==> config.mk <==
export PLATFORM = sky130hd
export DESIGN_NAME = regfile_mp
export DESIGN_NICKNAME = d
export VERILOG_FILES = /design/src/rtl/regfile_mp.sv
export SDC_FILE = /design/constraint.sdc
export NUM_CORES = 2
export LEC_CHECK = 0
export BUFFER_PORTS_ARGS = -buffer_cell sky130_fd_sc_hd__clkbuf_2
export CORE_AREA = 3 3 406 488
export CTS_BUF_LIST = sky130_fd_sc_hd__clkbuf_2
export CTS_CLUSTER_SIZE = 12
export DETAILED_ROUTE_END_ITERATION = 10
export DIE_AREA = 0 0 409 491
export PLACE_DENSITY = 0.53
export SLEW_MARGIN = 20
export SYNTH_ARGS = -nofsm -noshare
export SYNTH_HDL_FRONTEND = slang
export SYNTH_SLANG_ARGS = --single-unit
==> constraint.sdc <==
create_clock -name clk -period 57.8 [get_ports clk]
set_input_delay 2.89 -clock clk [delete_from_list [all_inputs] [get_ports clk]]
set_output_delay 2.89 -clock clk [all_outputs]
set_load 0.005 [all_outputs]
==> src/rtl/regfile_mp.sv <==
// regfile_mp: multi-port register file with dual writeback, optional bypass and busy scoreboard.
module regfile_mp #(
  parameter int DW = 32,
  parameter int AW = 5,
  parameter int NRD = 2,
  parameter int BYPASS = 1,
  parameter int ZERO_R0 = 1
) (
  input  logic              clk,
  input  logic              reset,
  input  logic              wr0_en,
  input  logic [AW-1:0]     wr0_addr,
  input  logic [DW-1:0]     wr0_data,
  input  logic              wr1_en,
  input  logic [AW-1:0]     wr1_addr,
  input  logic [DW-1:0]     wr1_data,
  input  logic [NRD*AW-1:0] rd_addr,
  output logic [NRD*DW-1:0] rd_data,
  output logic [NRD-1:0]    rd_busy,
  input  logic              busy_set_en,
  input  logic [AW-1:0]     busy_set_addr,
  output logic [AW:0]       busy_cnt
);
  localparam int DEPTH = 2**AW;
  logic [DW-1:0] mem [DEPTH];
  logic [DEPTH-1:0] busy, busy_nxt;
  logic [AW:0] cnt_nxt;
  logic wr0_v, wr1_v, set_v;
  // register 0 under ZERO_R0 is never a valid target for writes or busy marking
  assign wr0_v = wr0_en && !(ZERO_R0 != 0 && wr0_addr == '0);
  assign wr1_v = wr1_en && !(ZERO_R0 != 0 && wr1_addr == '0);
  assign set_v = busy_set_en && !(ZERO_R0 != 0 && busy_set_addr == '0);
  always_comb begin
    busy_nxt = busy;
    if (wr0_v) busy_nxt[wr0_addr] = 1'b0;
    if (wr1_v) busy_nxt[wr1_addr] = 1'b0;
    if (set_v) busy_nxt[busy_set_addr] = 1'b1;
    cnt_nxt = '0;
    for (int i = 0; i < DEPTH; i++) cnt_nxt = cnt_nxt + (AW+1)'(busy_nxt[i]);
  end
  always_ff @(posedge clk or posedge reset) begin
    if (reset) begin
      for (int i = 0; i < DEPTH; i++) mem[i] <= '0;
      busy <= '0;
      busy_cnt <= '0;
    end else begin
      if (wr0_v) mem[wr0_addr] <= wr0_data;
      if (wr1_v) mem[wr1_addr] <= wr1_data;
      busy <= busy_nxt;
      busy_cnt <= cnt_nxt;
    end
  end
  for (genvar k = 0; k < NRD; k++) begin : g_rd
    logic [AW-1:0] a;
    logic h0, h1, hs;
    assign a = rd_addr[k*AW +: AW];
    assign h0 = (BYPASS != 0) && wr0_v && wr0_addr == a;
    assign h1 = (BYPASS != 0) && wr1_v && wr1_addr == a;
    assign hs = set_v && busy_set_addr == a;
    assign rd_data[k*DW +: DW] = reset ? '0 : h1 ? wr1_data : h0 ? wr0_data : mem[a];
    assign rd_busy[k] = !reset && busy[a] && !((h0 || h1) && !hs);
  end
endmodule
# Word level (Yosys, flattened, before mapping)
# Index checks and enable logic that the tools add are counted.
# totals
in_bits	94
register_bits	1062
out_inout_bits	72
word_cells	160
# classes
n_reduce_logical	33
order_cmp	14
bitwise_logic	9
n_eq_ne	6
n_mux	33
addsub	31
# ops
cell	count
bitwise mux 1024 bit	2
2-to-1 mux 1024 bit	2
2-to-1 mux 32 bit	15
binary-select mux 32 bit (select 5 bit)	2
demux 32 bit (select 5 bit)	2
adder 6 x 1 -> 6 bit	26
bitwise AND 32 bit	2
inverter 32 bit	2
OR 32 bit	1
equality test 5 bit	6
less-than comparator 5 x 6 -> 1 bit, second input constant	5
>= comparator 6 bit, second input constant	4
inverter 5 -> 6 bit	4
logical AND 1 bit	20
demux 1 bit (select 5 bit)	3
>= comparator 5 x 1 -> 1 bit, second input constant	3
logical NOT 5 bit	3
less-than comparator 6 x 1 -> 1 bit, second input constant	2
binary-select mux 1 bit (select 5 bit)	2
logical NOT 1 bit	8
adder 5 x 1 -> 6 bit	1
adder 4 x 1 -> 5 bit	1
2-to-1 mux 1 bit	5
adder 3 x 1 -> 4 bit	1
other kinds (3)	4

# Depth between registers and ports, before layout
# logic_depth
ltp_word	42
ltp_mapped	25
ltp_nobuf	22

# Least setup slack after synthesis
# No wires, ideal clock.
# synth_path
path_type	input to output
startpoint	input reset
endpoint	output rd_data[59]
required_ns	54.910
arrival_time_ns	28.119
path_slack_ns	26.791
stages	3
cell_sequence	inv_1 > o221ai_1 > nor3_1
# synth_between
elab_chain_cells	1
# synth_rtl
item	line_no	text
start: declaration	10	input logic reset,
2-to-1 mux 32 bit	60	assign rd_data[k*DW +: DW] = reset ? '0 : h1 ? wr1_data : h0 ? wr0_data : mem[a];
end: declaration	18	output logic [NRD*DW-1:0] rd_data,
# Every way passes these cells.

# Worst setup path after layout
# layout_path
startpoint	input rd_addr[6]
endpoint	output rd_data[33]
# layout_between
elab_chain_cells	7
word_cells_on_any_way	11
cone_classes	2 x eq/ne; 6 x mux; 1 x bitwise; 2 x reduce/logical
# layout_rtl
item	line_no	text
start: declaration	17	input logic [NRD*AW-1:0] rd_addr,
inverter 5 -> 6 bit (implied by the code)	60	
binary-select mux 32 bit (select 5 bit)	60	
2-to-1 mux 32 bit (implied by the code) (2 in series)	60	
2-to-1 mux 32 bit	60	
2-to-1 mux 32 bit (*) (2 in series)	60	
# Mark *: on every way between the ends. The rest lies on a longest branch, timed or not. The select of a mux whose other input is x is not followed.

==> impl_metrics.json <==
{
  "drv_cap": 0,
  "dieArea_mm2": 0.201,
  "crit_chain": "clkbuf_8 -> buf_4 -> buf_4 -> nor2b_4 -> buf_4 -> a221oi_1 -> nor3_1 -> nor3_1 -> a31oi_1 -> o22ai_1 -> clkbuf_2",
  "port_buffers": 165,
  "cpMaxStageDelayCell": "buf_4",
  "synth_top_area_cell": "dfrtp_1",
  "dpl.hpwl_um": 169000,
  "synthArstFlopShare_pct": 100,
  "relSlewSlack_pct": 13.5,
  "io-pin-count": 166,
  "synth_commonest_cells": "dfrtp_1, mux2i_1, nand2_1",
  "fmax_ghz": 0.0961,
  "gp_congestion": 0.860,
  "hp-class": "register to register",
  "end_kind": "output pin",
  "yosysMostFrequentCell": "dfrtp_1",
  "yosysSeqAreaShare_pct": 39.3,
  "hold_viol": 0,
  "crit_fanout": 58,
  "clk_pin_slew_ns": 0.09,
  "track_usage_pct": 29.8,
  "cts_setup_buffers": 0,
  "vias": 57800,
  "wl_per_cell_um": 33.6,
  "crit_type": "input port to output pin",
  "cts_htree_levels": 5,
  "final_net_count": 6421,
  "fin_worst_skew_ns": 0.106,
  "synth.top_cell.area_share_pct": 39.3,
  "grt_pass1_vias": 55000,
  "path_common_cell": "buf_4",
  "r2r_cells": 19,
  "cts_resized": 0,
  "route.detailed.drc": 0,
  "core_mm2": 0.194,
  "grt_use_met3_pct": 9.12,
  "viasPerCell": 6.34,
  "synth_ff_type": "dfrtp_1",
  "hold_end": "mem[1014]",
  "worstPathArrival_ns": 7.51,
  "cts-root-buf": "clkbuf_2",
  "grt_start_max_net_pins": 158,
  "rsz0062_at_grt": "no",
  "synthTopCellsByArea": "dfrtp_1, mux4_2, mux2i_1",
  "r2r-start": "busy[23]",
  "status": "finished clean",
  "yosysWarningCount": 0,
  "slew_viol_final": 0,
  "synth_edf_count": 0,
  "cts_made_buffers": 322,
  "slowest_delay_ns": 0.79,
  "cts.sinks": 1062,
  "antenna_found_initial": 34,
  "grt.met1_usage_pct": 39.3,
  "row_count": 177,
  "fin_area_mm2": 0.0726,
  "min_path_cells": 0,
  "period_share_pct": 18.0,
  "startpoint_type": "input port",
  "grt_pass1_wl_um": 429000,
  "syn_inst": 6510,
  "synthToLayoutAreaGrowth_pct": 7.52,
  "crit_buf_inv": 5,
  "gr-usage-met2_pct": 43.2,
  "fin_crit_ns": 10.40,
  "clockBufferDepth": 4,
  "drt.antenna.violating_nets": 0,
  "grt-ovfl-total": 0,
  "vdd_ir_drop_max_mv": 0.0509,
  "holdCritStartpoint": "mem[1014]",
  "drtPass1Iterations": 10,
  "r2r_slack_ns": 52.68,
  "cts_hold_buffers": 0,
  "insertion_delay_ns": 1.78,
  "postPlaceCellArea_mm2": 0.0700,
  "synth_seq_cells": 1062,
  "fp.dieW_um": 409,
  "yosys.cell_types.count": 58,
  "drive_gt1_share_pct": 21.9,
  "routed_wl_um": 306000,
  "drt_iter0_drc": 8145,
  "finalSetupTns_ns": 0,
  "worstMarginPinSlew_ns": 1.30,
  "r2r-end": "busy_cnt[4]",
  "cp.required_ns": 54.91,
  "syn_area_mm2": 0.0675,
  "syn_area_per_cell_um2": 10.4,
  "top_usage_layer": "met2",
  "cts_tree": "done",
  "start_util_pct": 34.9,
  "power_leakage_uw": 0.0327,
  "worst_path_dominant_cell_family": "buffers and inverters",
  "die_y_um": 491,
  "cellPowerDensity_mw_per_mm2": 34.2,
  "finalSetupViolCount": 0,
  "syn-num-nets": 6635
}
## placed cells by master, fill, tap and decap left out, types with 8 or more instances in the layout
master / n
a221oi_1: 79
mux4_2: 519
diode_2: 22
a211o_1: 15
a221o_1: 18
nand2b_1: 23
nor2_1: 615
a22oi_1: 36
a211oi_1: 16
nor2_4: 28
nor3_1: 55
xor2_1: 12
o21ai_0: 503
fa_1: 24
clkbuf_2: 617
nand2_1: 637
buf_4: 143
a32oi_1: 81
a21oi_1: 542
a222oi_1: 28
a31oi_1: 77
o21bai_1: 15
a32o_1: 17
o22ai_1: 29
nand2_4: 35
mux2i_1: 993
mux2_2: 28
inv_1: 49
clkinv_1: 60
buf_12: 8
xnor2_1: 21
dfrtp_1: 1062
nand3_1: 8
## worst reg2reg max path: cells and delay by family (launching register included)
kind	cells	cell delay (ns)
buffers and inverters	6	0.38
AO/OA/AOI/OAI	3	0.56
adder cells (fa/ha/maj)	8	3.42
XOR/XNOR	1	0.12
flip-flops	1	0.38
AND/OR/NAND/NOR	1	0.05
## worst max path at each step
stage / from / end / slack (ns) / cells after the start
2_1_floorplan: reset / busy[0] / 25.00 / 1
3_3_place_gp: rd_addr[0] / rd_data[7] / 47.35 / 9
3_5_place_dp: rd_addr[0] / rd_data[7] / 47.37 / 9
4_1_cts: rd_addr[0] / rd_data[7] / 47.36 / 9
5_1_grt: rd_addr[0] / rd_data[19] / 47.21 / 9
6_report: rd_addr[6] / rd_data[33] / 47.40 / 11
## through the flow
step	hold slack (ns)	worst slack, ns	std cells	total power, uW	util, %
detailed placement	0.387	47.37	8563	1920	36.1
finish	0.408	47.40	9115	2490	37.5
floorplan	0.445	25.00	6510	1690	-
CTS	0.407	47.36	9089	2490	37.4
global route	0.417	47.21	9099	2650	37.5
global placement	0.382	47.35	8561	1900	36.1
## layer usage
layer | part of all wire (%) | vias to the layer above
li1 | - | 23500
met3 | 12 | 992
met4 | 6.6 | 16
met5 | 0.032 | -
met1 | 38 | 29000
met2 | 43 | 4224
## kinds of logic (layout without fill, tap and decap cells)
| logic type | count (synthesis) | count (layout) | synth area share (%) |
|---|---|---|---|
| xor+xnor | 33 | 33 | 0.428 |
| fa+ha+maj | 31 | 31 | 0.841 |
| mux | 1540 | 1540 | 32.5 |
| flops | 1062 | 1062 | 39.3 |
| other cells | 0 | 22 | 0 |
| simple gates | 1468 | 1468 | 8.66 |
| buf+inv | 910 | 898 | 5.44 |
| compound gates | 1466 | 1466 | 12.8 |
## where the power goes
part	total [uW]	internal, uW	switching, uW
combinational	821	427	394
sequential	1090	937	157
clock	572	210	362
## state kept, by name, indices dropped and copies added (netlist names)
signal    flops
busy_cnt      6
mem        1024
busy         32
## final cells by class
cell class / count / area, um^2
tap: 2595 / 3250
clock inverter: 65 / 245
fill: 19200 / 121000
timing repair buffer: 316 / 2120
inverter: 56 / 226
sequential: 1062 / 26600
clock buffer: 461 / 2310
multi-input combinational: 4538 / 37800
antenna: 22 / 55.1
No activity file was read; power rests on OpenSTA's default activity.
